**config.mk**
```make
export PLATFORM = sky130hd
export DESIGN_NAME = bus_timer_irq
export DESIGN_NICKNAME = d
export VERILOG_FILES = /design/src/rtl/bus_timer_irq_pkg.sv /design/src/rtl/bus_timer_irq_prescaler.sv /design/src/rtl/bus_timer_irq.sv
export SDC_FILE = /design/constraint.sdc
export NUM_CORES = 1
export LEC_CHECK = 0
export ABC_AREA = 1
export CAP_MARGIN = 10
export CORE_MARGIN = 2
export CORE_UTILIZATION = 42
export CTS_BUF_LIST = sky130_fd_sc_hd__clkbuf_2
export DETAILED_ROUTE_END_ITERATION = 8
export GPL_TIMING_DRIVEN = 0
export HOLD_SLACK_MARGIN = 0.15
export PLACE_DENSITY_LB_ADDON = 0.1
export SYNTH_ARGS = -nofsm -noshare
export SYNTH_HDL_FRONTEND = slang
export SYNTH_SLANG_ARGS = --single-unit
```
**constraint.sdc**
```tcl
create_clock -name clk -period 3.1 [get_ports clk]
set_clock_uncertainty 0.05 [all_clocks]
set_input_delay 0.93 -clock clk [delete_from_list [all_inputs] [get_ports clk]]
set_output_delay 0.93 -clock clk [all_outputs]
set_load 0.02 [all_outputs]
```
**src/rtl/bus_timer_irq_pkg.sv**
```systemverilog
// bus_timer_irq_pkg
//   Shared constants for the bus interval timer: register offsets inside the
//   8-byte window, flag bit positions and the STOP/RUN state encoding.
package bus_timer_irq_pkg;

  // Register offsets (address[2:0])
  localparam logic [2:0] TMR_CNTL = 3'd0;  // counter low  / latch low write
  localparam logic [2:0] TMR_CNTH = 3'd1;  // counter high / start
  localparam logic [2:0] TMR_LATL = 3'd2;  // latch low, no side effects
  localparam logic [2:0] TMR_LATH = 3'd3;  // latch high, no side effects
  localparam logic [2:0] TMR_ACR  = 3'd4;  // auxiliary control
  localparam logic [2:0] TMR_PRE  = 3'd5;  // prescale reload value
  localparam logic [2:0] TMR_IFR  = 3'd6;  // interrupt flag
  localparam logic [2:0] TMR_IER  = 3'd7;  // interrupt enable

  // Bit positions inside the flag/control bytes
  localparam int unsigned IFR_BIT     = 32'd0;
  localparam int unsigned IER_BIT     = 32'd0;
  localparam int unsigned IER_SETCLR  = 32'd7;
  localparam int unsigned ACR_FREERUN = 32'd0;

  // Timer state encoding
  localparam logic [0:0] ST_STOP = 1'b0;
  localparam logic [0:0] ST_RUN  = 1'b1;

endpackage

```
**src/rtl/bus_timer_irq_prescaler.sv**
```systemverilog
// bus_timer_irq_prescaler
//   Divides the clock by (prescale+1) while the timer runs and emits a
//   one-clock tick when the divider is at zero.
// Ports:
//   clk, reset  clock and asynchronous active-high reset
//   run         timer is in RUN; divider holds otherwise
//   load        restart request; reloads the divider from prescale
//   prescale    reload value (pre-edge register value)
//   tick        combinational, high on the clock where the divider reaches 0
module bus_timer_irq_prescaler
  import bus_timer_irq_pkg::*;
(
  input  logic       clk,
  input  logic       reset,
  input  logic       run,
  input  logic       load,
  input  logic [7:0] prescale,
  output logic       tick
);

  logic [7:0] pcnt_r;
  logic [7:0] pcnt_s;

  assign tick = run & (pcnt_r == 8'd0);

  // Next divider value: restart reload, periodic reload on tick, else count down while running
  always_comb begin
    pcnt_s = pcnt_r;
    if (load) begin
      pcnt_s = prescale;
    end else if (run) begin
      if (pcnt_r == 8'd0) begin
        pcnt_s = prescale;
      end else begin
        pcnt_s = pcnt_r - 8'd1;
      end
    end else begin
      pcnt_s = pcnt_r;
    end
  end

  // Divider register
  always_ff @(posedge clk or posedge reset) begin
    if (reset) begin
      pcnt_r <= 8'd0;
    end else begin
      pcnt_r <= pcnt_s;
    end
  end

endmodule

```
**src/rtl/bus_timer_irq.sv**
```systemverilog
// bus_timer_irq
//   Memory-mapped 16-bit interval timer and level interrupt source on the
//   6502-style address/data bus. Reads return data in the same cycle the
//   address is presented; writes commit on the rising clock edge.
// Ports:
//   clk, reset  clock and asynchronous active-high reset
//   address     CPU bus address
//   write       1 = write cycle
//   data_i      write data from the CPU
//   data_o      read data to the CPU, 8'h00 unless a read hits the window
//   sel         combinational window hit
//   irq         level interrupt = IFR & IER (register derived only)
module bus_timer_irq
  import bus_timer_irq_pkg::*;
#(
  parameter logic [15:0] BASE_ADDR = 16'hD000
)
(
  input  logic        clk,
  input  logic        reset,
  input  logic [15:0] address,
  input  logic        write,
  input  logic [7:0]  data_i,
  output logic [7:0]  data_o,
  output logic        sel,
  output logic        irq
);

  logic [0:0]  state_r,   state_s;
  logic [15:0] counter_r, counter_s;
  logic [15:0] latch_r,   latch_s;
  logic [7:0]  prescale_r, prescale_s;
  logic        acr_r, acr_s;
  logic        ifr_r, ifr_s;
  logic        ier_r, ier_s;

  logic        rd_s, wr_s, start_s, run_s, tick_s, underflow_s, clr_s;
  logic [2:0]  off_s;

  assign sel     = (address[15:3] == BASE_ADDR[15:3]);
  assign off_s   = address[2:0];
  assign rd_s    = sel & ~write;
  assign wr_s    = sel & write;
  assign start_s = wr_s & (off_s == TMR_CNTH);
  assign run_s   = (state_r == ST_RUN);
  assign irq     = ifr_r & ier_r;

  // Underflow is a tick while the counter already sits at zero
  assign underflow_s = tick_s & (counter_r == 16'd0);
  // Software flag clears: counter-low read or IFR write with bit0 set
  assign clr_s = (rd_s & (off_s == TMR_CNTL)) |
                 (wr_s & (off_s == TMR_IFR) & data_i[IFR_BIT]);

  bus_timer_irq_prescaler u_prescaler (
    .clk      (clk),
    .reset    (reset),
    .run      (run_s),
    .load     (start_s),
    .prescale (prescale_r),
    .tick     (tick_s)
  );

  // Counter, state and flag next-state with collision priority:
  // start beats underflow, underflow set beats software clear
  always_comb begin
    counter_s = counter_r;
    state_s   = state_r;
    ifr_s     = ifr_r;
    if (start_s) begin
      counter_s = {data_i, latch_r[7:0]};
      state_s   = ST_RUN;
      ifr_s     = 1'b0;
    end else if (underflow_s) begin
      ifr_s = 1'b1;
      if (acr_r) begin
        counter_s = latch_r;  // pre-edge latch even if latch is written now
      end else begin
        state_s = ST_STOP;
      end
    end else begin
      if (tick_s) begin
        counter_s = counter_r - 16'd1;
      end else begin
        counter_s = counter_r;
      end
      if (clr_s) begin
        ifr_s = 1'b0;
      end else begin
        ifr_s = ifr_r;
      end
    end
  end

  // Plain register writes: latch, ACR, PRESCALE, IER
  always_comb begin
    latch_s    = latch_r;
    acr_s      = acr_r;
    prescale_s = prescale_r;
    ier_s      = ier_r;
    if (wr_s) begin
      case (off_s)
        TMR_CNTL, TMR_LATL: latch_s[7:0]  = data_i;
        TMR_CNTH, TMR_LATH: latch_s[15:8] = data_i;
        TMR_ACR:            acr_s         = data_i[ACR_FREERUN];
        TMR_PRE:            prescale_s    = data_i;
        TMR_IER: begin
          // Only bit0 exists; it is touched only when selected by data_i[0]
          if (data_i[IER_BIT]) begin
            ier_s = data_i[IER_SETCLR];
          end else begin
            ier_s = ier_r;
          end
        end
        default: latch_s = latch_r;
      endcase
    end else begin
      latch_s = latch_r;
    end
  end

  // State registers
  always_ff @(posedge clk or posedge reset) begin
    if (reset) begin
      state_r    <= ST_STOP;
      counter_r  <= 16'd0;
      latch_r    <= 16'd0;
      prescale_r <= 8'd0;
      acr_r      <= 1'b0;
      ifr_r      <= 1'b0;
      ier_r      <= 1'b0;
    end else begin
      state_r    <= state_s;
      counter_r  <= counter_s;
      latch_r    <= latch_s;
      prescale_r <= prescale_s;
      acr_r      <= acr_s;
      ifr_r      <= ifr_s;
      ier_r      <= ier_s;
    end
  end

  // Same-cycle read mux; counter reads show the pre-edge value
  always_comb begin
    data_o = 8'h00;
    if (rd_s) begin
      case (off_s)
        TMR_CNTL: data_o = counter_r[7:0];
        TMR_CNTH: data_o = counter_r[15:8];
        TMR_LATL: data_o = latch_r[7:0];
        TMR_LATH: data_o = latch_r[15:8];
        TMR_ACR:  data_o = {7'd0, acr_r};
        TMR_PRE:  data_o = prescale_r;
        TMR_IFR:  data_o = {irq, 6'd0, ifr_r};
        TMR_IER:  data_o = {1'b1, 6'd0, ier_r};
        default:  data_o = 8'h00;
      endcase
    end else begin
      data_o = 8'h00;
    end
  end

endmodule

```
# After elaboration in Yosys (flattened, before gate mapping)
# Cells that the tools add are included.
[word_totals] regBits=52 out_inout_bits=10
[op_classes] addsub=2 n_eq_ne=10 muxes=15 bitwise_logic=11 n_reduce_logical=16
[op_table] op="$mux 16" count=4
[op_table] op="$pmux 8 s8" count=1
[op_table] op="$mux 8" count=4
[op_table] op="$logic_not 16->1" count=1
[op_table] op="$sub 16x1->16 const B" count=1
[op_table] op="$eq 13x13->1 const B" count=1
[op_table] op="$eq 3x3->1 const B" count=4
[op_table] op="$reduce_and 2->1" count=6
[op_table] op="$and 1x1->1" count=9
[op_table] op="$logic_not 8->1" count=1
[op_table] op="$sub 8x1->8 const B" count=1
[op_table] op="$eq 3x2->1 const B" count=2
[op_table] op="$mux 1" count=6
[op_table] op="$reduce_bool 3->1" count=2
[op_table] op="$reduce_bool 2->1" count=2
[op_table] op="$reduce_or 2->1" count=2
[op_table] op="$eq 3x1->1 const B" count=1
[op_table] op="$logic_not 3->1" count=1
[op_table] op="$ne 3x3->1 const B" count=1
[op_table] op="$reduce_and 3->1" count=1
[op_table] op="$ne 2x1->1 const B" count=1
[op_table] op="$not 1->1" count=1
[op_table] op="$or 1x1->1" count=1

# Logic depth before layout (Yosys ltp)
# Gate-level depths: netlist of the first run.
[depth] word_depth=8 depth_mapped=13 depth_no_buf=12

# Modules after synthesis
# From an unflattened synthesis of the first run, not the netlist that was laid out.
[unflattened] hier_cells=549 area_unflattened_um2=3788.6
[modules_own_cells] mod="bus_timer_irq" instances=1 cells_each=455 area_per_inst_um2=3133.0 seq_area_each_um2=1101.1
[modules_own_cells] mod="bus_timer_irq_prescaler" instances=1 cells_each=94 area_per_inst_um2=655.6 seq_area_each_um2=200.2

# Worst setup path after synthesis of the first run
# No wires, ideal clock.
[synth_path] kind="input port to output port" start="input port address[10]" end="output port data_o[1]" arrival_ns=2.243 setup_slack_ns=-0.123 path_stages=7 n_path_buf=0 path_cell_list="nor2_1 > nand3_1 > nor2_2 > nand2_2 > nor2_2 > inv_1 > a211oi_1"
[synth_between] elab_chain_len=3
[synth_lines] item="from (decl)" line_no="bus_timer_irq.sv:21" rtl="input logic [15:0] address,"
[synth_lines] item="$eq 13x13->1" line_no="bus_timer_irq.sv:40" rtl="assign sel = (address[15:3] == BASE_ADDR[15:3]);"
[synth_lines] item="$and 1x1->1" line_no="bus_timer_irq.sv:42" rtl="assign rd_s = sel & ~write;"
[synth_lines] item="$mux 8" line_no="bus_timer_irq.sv:145" rtl="if (rd_s) begin"
[synth_lines] item="to (decl)" line_no="bus_timer_irq.sv:24" rtl="output logic [7:0] data_o,"
# Every way passes these cells.

# Worst setup path in the final report of the first run
[layout_path] start="input port address[14]" end="output port data_o[1]"
# Same word-level chain as after synthesis.

==> results of run 1 <==
what timing repair did:
item,in CTS,in global routing
resized for setup,142,24
pin swaps,13,12
setup endpoints to repair,9,15
setup buffers,36,6
metal layers:
metal | GRT usage [%] | wire length [um]
met5 | 0 | 0
met2 | 44.39 | 6146
met1 | 37.32 | 5701
met4 | 7.692 | 408
met3 | 3.443 | 845
cell type report:
cell class	instances	area share (%)
Buffer	11	2.132
Clock buffer	5	0.5200
Clock inverter	3	0.8840
Inverter	79	6.474
Multi-Input combinational cell	417	46.93
Sequential cell	52	27.04
Tap cell	108	2.808
Timing Repair Buffer	78	13.21
where the power goes:
group,switching [W],internal [W],total (W)
Clock,0.000236,0.000135,0.000372
Sequential,0.0000232,0.000702,0.000725
Combinational,0.000127,0.0000945,0.000221
Total,0.000386,0.000932,0.00132
worst max-delay path, cell delays in order:
cell	delay [ns]
clkdlybuf4s15_2	0.21
nand3_2	0.08
nor2_4	0.14
nand2_4	0.07
nor2_4	0.22
inv_2	0.08
a211oi_2	0.26
buf_4	0.19
registers in the layout (all words and copies together), names as in the netlist:
register and flops:
counter_r 16, prescale_r 8, acr_r 1, u_prescaler.pcnt_r 8, latch_r 16, ifr_r 1, ier_r 1, run_s 1
logic make-up (layout without fill, tap and decap cells):
logic type                 count (synthesis)  in the layout  share of synthesized area, %
AOI/OAI and AO/OA                         71             71                         10.96
buffers and inverters                     90            176                         10.53
xor gates and xnor gates                   8              8                         1.837
DFF                                       52             52                         34.12
adders and majority gates                  3              3                        0.9844
and+or+nand+nor                          335            335                         41.57
stage by stage:
stage / hold WS, ns / area (um2) / cells / setup TNS (ns)
floorplan: 0.4050 / 3820 / 559 / -0.2456
global placement: 0.4174 / 4305 / 702 / -23.59
detailed placement: 0.4183 / 4325 / 703 / -9.800
CTS: 0.4758 / 4727 / 747 / -0.07744
global route: 0.5034 / 4812 / 753 / -0.7475
finish: 0.4700 / 4812 / 753 / -0.2866
synth_stat cells (2+ instances only):
cell      count  area (um2)
nand2_2       5       31.28
dfrtp_1      52        1301
o21ai_0      28       140.1
buf_4         2       15.01
xnor2_1       3       26.28
inv_1        70       262.8
o21ai_1      10       50.05
nand4_1       6       37.54
nand2_4       4       45.04
nand3b_1      2       15.01
nand3_1      79       395.4
o21ai_2       8       70.07
nor2_2        8       50.05
xor2_1        5       43.79
a21oi_1      13       65.06
ha_1          3       37.54
nor2_1       35       131.4
buf_6         7       78.83
nand2_1     170       638.1
inv_2         8       30.03
o22ai_1       4       25.02
a31oi_1       2       12.51
nor3_1        8       40.04
a211oi_1      2       15.01
nand3_2      12       120.1
final timing paths:
kind / from / to / depth (start not counted)
worst max-delay path: address[14] / data_o[1] / 8
worst min-delay path: latch_r[3]$_DFFE_PP0P_ / latch_r[3]$_DFFE_PP0P_ / 2
worst max register to register: counter_r[0]$_DFFE_PP0P_ / counter_r[14]$_DFFE_PP0P_ / 11
worst min register to register: latch_r[3]$_DFFE_PP0P_ / latch_r[3]$_DFFE_PP0P_ / 2
max in group asynchronous: reset / latch_r[5]$_DFFE_PP0P_ / 3
min in group asynchronous: reset / latch_r[8]$_DFFE_PP0P_ / 2
==> results by group, run 1 <==
Drt
  – DRT Wirelength: 13100 um
  – DR pass1 iterations: 5
  – Routed vias/inst: 5.509
  – DRC violations left: 0
  – Final ANT Viol Nets: 0
  – Post-DR wirelength/cell: 17.40 um
  – Vias: 4148
  – First DRT Iteration DRCs: 393

Synthesis
  – Seq cells post-synth: 52
  – Synth warn: 0
  – Ys flop type: dfrtp_1
  – Avg Inst Size Synth: 6.822 um2
  – EDFF count, synth: 0
  – Mapped cell area: 3814 um2
  – Seq/Total Area, Yosys: 34.12%
  – Synth async-reset ratio: 100.0%
  – Syn nets: 589
  – Syn Inst Count: 559
  – Synth cell types: 38

STA
  – Hold Fails Final Rpt: 0
  – Fin. max-slew vios: 0
  – Fin crit period: 3.184 ns
  – Setup Viol. Count Final: 6
  – Worst-margin pin slew: 0.5099 ns
  – Final Cycle Share: 102.7%
  – RSZ-0062 raised after global routing: yes
  – Fmax: 314.1 MHz
  – Slew headroom: 65.75%
  – Final worst slack: -0.08391 ns

Power
  – Power Dens Cells: 274.0 nW/um2
  – Tot Pwr: 0.001319 W
  – Peak supply drop: 0.0001703 V
  – Leak pwr: 2.288 nW

Finish
  – Share of cells above drive strength 1: 25.74%
  – Final #Nets: 674
  – Area of the multi-input gates: 2258 um2
  – Final core occ: 54.91%
  – Commonest non-fill, non-tap cells in the layout: 167 x nand2_1, 76 x nand3_1, 61 x inv_1, 52 x dfrtp_1, 51 x buf_4
  – Synth-to-Final Area Change: 26.18%
  – Reg area: 1301 um2
  – Most common cell after layout, fill and taps aside: nand2_1
  – # diodes: 0
  – Filler cells: 844

Global route
  – Largest net degree at the start of global routing: 42
  – Initial antenna violation count: 0
  – Grt ovf: 0
  – Global Route Usage Sum: 26.94%
  – Vias in the first global route: 3842
  – First-pass GRT wire length: 20730 um

Worst setup path
  – WP data required: 2.12 ns
  – Nature of the critical path startpoint: primary input
  – Critical path class: primary input to primary output
  – R2r setup slk: 0.99 ns
  – Critical Path Sink Type: primary output
  – Max FO, Critical Path: 8
  – Critical path arrival: 2.20 ns

CTS
  – Clock root cell: clkbuf_2
  – Clk slew on worst S/H paths: 0.26 ns
  – Hold buffer count at CTS: 0
  – Sink Count: 52
  – H-tree levels: 2
  – Deepest clock path buffer count: 2
  – CTS buffer count: 5
  – CTS tree: done
  – Worst-Skew Late Latency: 0.46 ns

Die
  – Die extent in x: 99.29 um
  – Die area: 9859 um2
  – Initial Utilization: 43.52%
  – Core Rows: 34
  – Die Height: 99.29 um
  – I/O pin cnt: 37
  – Core ar.: 8763 um2

Placed design
  – Dpl ws: -1.218 ns
  – Routability congestion estimate: 0.9028
  – Port Buffers: 35
  – Final HPWL from detailed placement: 9366 um

Job
  – MaxCap Viol Count: 0

Outcome
  – Violated checks: setup timing
  – Status: finished, violations left

Min path
  – Hold/Removal Path Class: flip-flop to flip-flop
(Power assumes the default switching activity.)
==> run 2, diff against run 1 <==
- ABC_AREA: 1 -> 0
==> run 2 against run 1 <==
Against the previous run:
- the flow still finishes with violations (setup timing)
- hold slack better by 0.042 ns
- sequential power up 31%
- synthesized area down 13%
- largest cell class unchanged
==> results by group, run 2 <==
Synthesis
  – Seq/Total Area, Yosys: 39.14%
  – Synth async-reset ratio: 100.0%
  – Mapped cell area: 3324 um2
  – Post-synth top area cell: dfrtp_1
  – Avg Inst Size Synth: 8.865 um2
  – Post-synthesis compound-gate area fraction: 18.71%
  – Synth top area cells: dfrtp_1 39%, mux2_2 9.1%, nor2_1 4.3%
  – Xor/xnor share of the synthesized area: 0.7904%
  – Synth cell types: 60
  – Top-area cell type share of the netlist area: 39.14%
  – Adder-Cell Fraction of Synth Area: 1.129%
  – Synth warn: 0
  – Multiplexer area fraction after synthesis: 11.29%
  – Main combinational cell family by area after synthesis: simple AND/OR/NAND/NOR gates
  – Most common cell in the netlist: dfrtp_1
  – Seq cells post-synth: 52
  – Syn Inst Count: 375
  – EDFF count, synth: 0
  – Most instantiated cells after synthesis: 52 x dfrtp_1, 38 x nor2_1, 32 x nand2_1
  – Syn nets: 405
  – Synth Area in Simple Gates: 24.28%
  – Ys flop type: dfrtp_1

Placed design
  – Final HPWL from detailed placement: 7624 um
  – Dpl ws: -1.076 ns
  – Routability congestion estimate: 0.9383
  – Dpl cell area: 3895 um2
  – Port Buffers: 33

CTS
  – Clk slew on worst S/H paths: 0.27 ns
  – CTS buffer count: 5
  – CTS tree: done
  – Deepest clock path buffer count: 2
  – Clock root cell: clkbuf_2
  – Worst-Skew Late Latency: 0.45 ns
  – Sink Count: 52
  – H-tree levels: 2

Finish
  – Top Registers: counter_r (16), latch_r (16)
  – Share of cells above drive strength 1: 25.77%
  – Filler cells: 726
  – Commonest non-fill, non-tap cells in the layout: 52 x dfrtp_1, 32 x nand2_1, 31 x nor2_1, 27 x mux2_2, 21 x a21oi_1
  – Most common cell after layout, fill and taps aside: dfrtp_1
  – Synth-to-Final Area Change: 23.97%
  – Final #Nets: 452
  – # diodes: 0
  – Final Cell Area: 4121 um2

Die
  – Die Height: 92.97 um
  – Core Rows: 32
  – Die area: 8643 um2
  – Initial Utilization: 43.25%
  – I/O pin cnt: 37
  – Core ar.: 7687 um2
  – Die extent in x: 92.97 um

STA
  – Hold slack: 0.5117 ns
  – Fin crit period: 3.168 ns
  – Worst-margin pin slew: 0.8930 ns
  – Setup Viol. Count Final: 5
  – Fmax: 315.7 MHz
  – Final Cycle Share: 102.2%
  – Fin. max-slew vios: 0
  – Slew headroom: 40.25%
  – RSZ-0062 raised after global routing: yes
  – Hold Fails Final Rpt: 0
  – Final worst slack: -0.06800 ns

Global route
  – First-pass GRT wire length: 16130 um
  – Vias in the first global route: 2955
  – Initial antenna violation count: 0
  – Grt ovf: 0
  – Largest net degree at the start of global routing: 32
  – Global Route Usage Sum: 24.21%

Power
  – Sequential share of power: 50.5%
  – Tot Pwr: 0.001884 W
  – Peak supply drop: 0.0002242 V
  – Comb pwr share: 30.3%
  – Leak pwr: 1.758 nW
  – P_sw: 0.0007027 W
  – Clk network pwr share: 19.2%
  – Cell-internal power: 0.001181 W
  – Power Dens Cells: 457.1 nW/um2
  – Sw Ratio: 37.30%

Drt
  – Uppermost layer routed: met4
  – DR pass1 iterations: 5
  – DRC violations left: 0
  – Met1 Routed Length: 4788 um
  – Vias: 3070
  – Routed vias/inst: 5.848
  – Final ANT Viol Nets: 0
  – DRT Wirelength: 10130 um
  – Post-DR wirelength/cell: 19.29 um
  – Routed length on met3: 545 um
  – Met2 wire len: 4531 um
  – First DRT Iteration DRCs: 231

Worst setup path
  – Max FO, Critical Path: 5
  – Critical Path Sink Type: primary output
  – Critical path arrival: 2.19 ns
  – WP data required: 2.12 ns
  – Reg2Reg Launch Point: counter_r[0]$_DFFE_PP0P_
  – Worst Setup SP: address[11]
  – Critical path class: primary input to primary output
  – Nature of the critical path startpoint: primary input

Job
  – MaxCap Viol Count: 0

Outcome
  – Violated checks: setup timing
  – Status: finished, violations left

Min path
  – Worst hold start: u_prescaler.pcnt_r[1]$_DFFE_PP0P_
  – Hold/Removal Path Class: flip-flop to flip-flop
run 2: changes by cell type in the layout (fill, tap and decap cells not counted), sizes merged, moves of 16 or more:
| cell | before | now |
|---|---|---|
| buf | 71 | 25 |
| clkbuf | 10 | 26 |
| inv | 79 | 13 |
| mux2 | 0 | 28 |
| nand2 | 179 | 32 |
| nand3 | 91 | 14 |
run 2: final timing paths:
kind,endpoint,slack [ns],cells past startpoint
worst min register to register,u_prescaler.pcnt_r[1]$_DFFE_PP0P_,0.51,2
worst max register to register,counter_r[12]$_DFFE_PP0P_,0.40,8
worst min-delay path,u_prescaler.pcnt_r[1]$_DFFE_PP0P_,0.51,2
min in group asynchronous,latch_r[1]$_DFFE_PP0P_,0.72,2
max in group asynchronous,prescale_r[5]$_DFFE_PP0P_,1.75,3
worst max-delay path,data_o[2],-0.07,7
run 2: stage by stage:
| stage | utilization [%] | TNS, ns | instances |
|---|---|---|---|
| after CTS | 53.39 | -0.1877 | 525 |
| after floorplan | - | -0.01048 | 375 |
| after detailed placement | 50.67 | -16.14 | 511 |
| final | 53.61 | -0.2492 | 525 |
| after global routing | 53.61 | -0.5409 | 525 |
| after global placement | 50.41 | -25.85 | 510 |
run 2: kinds of logic after synthesis:
group | count (synthesis)
adders and majority gates | 3
DFF | 52
xor gates and xnor gates | 3
muxes | 34
AOI/OAI and AO/OA | 102
buffers and inverters | 35
and+or+nand+nor | 146
run 2: layout make-up:
class                   instances  area, um2  area share, %
well taps                     102      127.6          3.097
flip-flops and latches         52       1301          31.57
plain buffers                  22      177.7          4.311
inverters                      13      48.80          1.184
multi-input cells             288       2014          48.88
clock buffers                   6      30.03         0.7286
clock inverters                 2      35.03         0.8500
repair buffers                 40      386.6          9.381
run 2: repair_timing:
| action | in CTS | in global routing |
|---|---|---|
| setup endpoints to repair | 9 | 8 |
| gates cloned | 2 | 0 |
| hold buffers | 0 | 0 |
| buffers inserted | 4 | 0 |
| gates resized for setup | 108 | 11 |
| pin swaps | 9 | 3 |
run 2: layer usage:
layer  track usage, %  up-vias
met3            3.868       18
met2            37.50      107
met5                0        -
met1            34.66     1486
met4            8.088        0
li1                 -     1459
run 2: power groups by stage:
stage | combinational (W) | sequential [W] | clock (W)
floorplan | 0.000420 | 0.000906 | 0
global placement | 0.000538 | 0.000952 | 0
detailed placement | 0.000553 | 0.000958 | 0
CTS | 0.000566 | 0.000945 | 0.000367
global route | 0.000650 | 0.000969 | 0.000395
finish | 0.000572 | 0.000952 | 0.000361
run 2: worst max-delay path: stages:
cell	delay (ns)
buf_6	0.09
nor4b_4	0.31
and4_4	0.28
nand2b_4	0.07
clkbuf_16	0.17
a211oi_4	0.17
buf_6	0.15
==> run 3, diff against run 2 <==
- CELL_PAD_IN_SITES_DETAIL_PLACEMENT: default -> 0
- CELL_PAD_IN_SITES_GLOBAL_PLACEMENT: default -> 1
- SETUP_SLACK_MARGIN: default -> 0.4
==> run 3 against run 2 <==
Against the previous run:
- the flow still finishes with violations (setup timing)
- non-clock buffer count grew 4
- hold slack improved by 0.0047 ns
- first-iteration DRC count down 30%
- count of clock-buffer cells in the layout is 1 lower
- combinational power down 0.9%
- critical path type unchanged
- largest power group unchanged
- highest routed layer unchanged
==> results by group, run 3 (synthesis gave the netlist of run 2 again) <==
Die
  – Die Height: 92.97 um
  – I/O pin cnt: 37
  – Core Rows: 32
  – Die area: 8643 um2
  – Core ar.: 7687 um2
  – Die extent in x: 92.97 um
  – Initial Utilization: 43.25%

Power
  – Peak supply drop: 0.0002279 V
  – Leak pwr: 1.802 nW
  – Comb pwr share: 30.3%
  – Sw Ratio: 37.25%
  – Clk network pwr share: 19.1%
  – Cell-internal power: 0.001173 W
  – Tot Pwr: 0.001869 W
  – Sequential share of power: 50.6%
  – Power Dens Cells: 447.3 nW/um2
  – P_sw: 0.0006965 W

CTS
  – Deepest clock path buffer count: 2
  – Hold buffer count at CTS: 0
  – Clock root cell: clkbuf_2
  – H-tree levels: 2
  – Worst-Skew Late Latency: 0.46 ns
  – CTS tree: done
  – Clk slew on worst S/H paths: 0.24 ns
  – Sink Count: 52
  – CTS buffer count: 5

STA
  – Final worst slack: -0.07532 ns
  – Hold slack: 0.5164 ns
  – Setup tns final: -0.2683 ns
  – Final Cycle Share: 102.4%
  – Fin. max-slew vios: 0
  – Hold Fails Final Rpt: 0
  – Fin crit period: 3.175 ns
  – Slew headroom: 47.41%
  – Worst-margin pin slew: 0.7828 ns
  – Setup Viol. Count Final: 7
  – Fmax: 314.9 MHz
  – RSZ-0062 raised after global routing: yes

Placed design
  – Routability congestion estimate: 0.8725
  – Dpl cell area: 3958 um2
  – Final HPWL from detailed placement: 7474 um
  – Port Buffers: 33

Worst setup path
  – Top delay family on crit path: buffers and inverters
  – Number of buffers and inverters on the critical path: 3
  – Nature of the critical path startpoint: primary input
  – Critical path arrival: 2.20 ns
  – Worst-path cell chain: clkbuf_2 > buf_2 > nand3b_1 > o211ai_1 > o21ai_0 > a211oi_4 > buf_6
  – WP data required: 2.12 ns
  – Crit path largest cell delay: 0.27 ns
  – Critical path's slowest cell: buf_2
  – Max FO, Critical Path: 10
  – Critical path class: primary input to primary output
  – Critical Path Sink Type: primary output

Finish
  – Top Registers: counter_r (16), latch_r (16)
  – Final #Nets: 456
  – Share of cells above drive strength 1: 27.06%
  – # diodes: 0
  – Final Cell Area: 4179 um2
  – Most common cell after layout, fill and taps aside: dfrtp_1
  – Synth-to-Final Area Change: 25.71%
  – Final core occ: 54.36%
  – Reg area: 1301 um2
  – Commonest non-fill, non-tap cells in the layout: 52 x dfrtp_1, 34 x nor2_1, 30 x nand2_1, 27 x mux2_2
  – Filler cells: 754
  – Area of the multi-input gates: 2022 um2

Min path
  – Hold/Removal Path Class: flip-flop to flip-flop

Global route
  – First-pass GRT wire length: 15950 um
  – Initial antenna violation count: 0
  – Grt ovf: 0
  – Vias in the first global route: 2867
  – Global Route Usage Sum: 24.21%
  – Largest net degree at the start of global routing: 36

Outcome
  – Status: finished, violations left
  – Violated checks: setup timing

Drt
  – Post-DR wirelength/cell: 19.27 um
  – Vias: 3110
  – Final ANT Viol Nets: 0
  – DRT Wirelength: 10150 um
  – Routed vias/inst: 5.901
  – DRC violations left: 0
  – First DRT Iteration DRCs: 162
  – DR pass1 iterations: 5

Job
  – MaxCap Viol Count: 0
## run 3: changes by cell type in the layout (fill, tap and decap cells not counted), moves of 3 or more
cell	change
buf_6	+5
nor2_2	-5
clkbuf_1	-4
nor2_1	+3
o21ai_0	+3
## run 3: cell type report
class / instances / area share [%]
flip-flops and latches: 52 / 31.14
multi-input cells: 288 / 48.38
inverters: 13 / 1.168
well taps: 102 / 3.054
clock inverters: 1 / 0.7186
plain buffers: 22 / 4.461
clock buffers: 5 / 0.5988
repair buffers: 44 / 10.48
## run 3: repair_timing
action | 4_1_cts | 5_1_grt
endpoints found under the setup margin | 39 | 30
buffers inserted | 7 | 2
gates resized for setup | 103 | 20
cloned | 1 | 0
pin swaps | 8 | 6
## run 3: path summary, 6_finish.rpt
check                                    startpoint                                 to  slack [ns]  cells past startpoint
min in group asynchronous                     reset           counter_r[2]$_DFFE_PP0P_        0.68                      2
max                                      address[2]                          data_o[0]       -0.08                      7
min reg2reg                       ier_r$_DFFE_PP0P_                  ier_r$_DFFE_PP0P_        0.52                      1
max reg2reg                counter_r[0]$_DFFE_PP0P_          counter_r[12]$_DFFE_PP0P_        0.52                      8
min                               ier_r$_DFFE_PP0P_                  ier_r$_DFFE_PP0P_        0.52                      1
max in group asynchronous                     reset  u_prescaler.pcnt_r[0]$_DFFE_PP0P_        1.78                      3
## run 3: power groups by stage
| stage | Combinational, W | Sequential [W] | Clock [W] |
|---|---|---|---|
| 3_5_place_dp | 0.000557 | 0.000957 | 0 |
| 2_1_floorplan | 0.000426 | 0.000906 | 0 |
| 4_1_cts | 0.000561 | 0.000943 | 0.000358 |
| 5_1_grt | 0.000646 | 0.000969 | 0.000382 |
| 6_report | 0.000567 | 0.000947 | 0.000356 |
| 3_3_place_gp | 0.000543 | 0.000955 | 0 |
## run 3: metrics by stage
stage                     cells  setup WS [ns]
after floorplan             375        0.05109
after global placement      510        -0.9779
after detailed placement    511         -1.008
after CTS                   525        -0.1107
after global routing        527        -0.1154
final                       527       -0.07532
## run 3: worst register-to-register path: cells and delay by family, from the launching register on
| kind | cells | cell delay [ns] |
|---|---|---|
| fa+ha+maj | 1 | 0.23 |
| flops | 1 | 0.48 |
| simple gates | 4 | 1.35 |
| compound gates | 2 | 0.34 |
| buf+inv | 1 | 0.11 |
## run 3: per-layer routing
layer | share of wire (%) | track usage [%] | vias to the layer above
met5 | 0 | 0 | -
met4 | 0.97 | 4.534 | 0
met3 | 3.9 | 3.143 | 6
met2 | 46 | 37.44 | 76
met1 | 49 | 36.68 | 1564
li1 | - | - | 1464
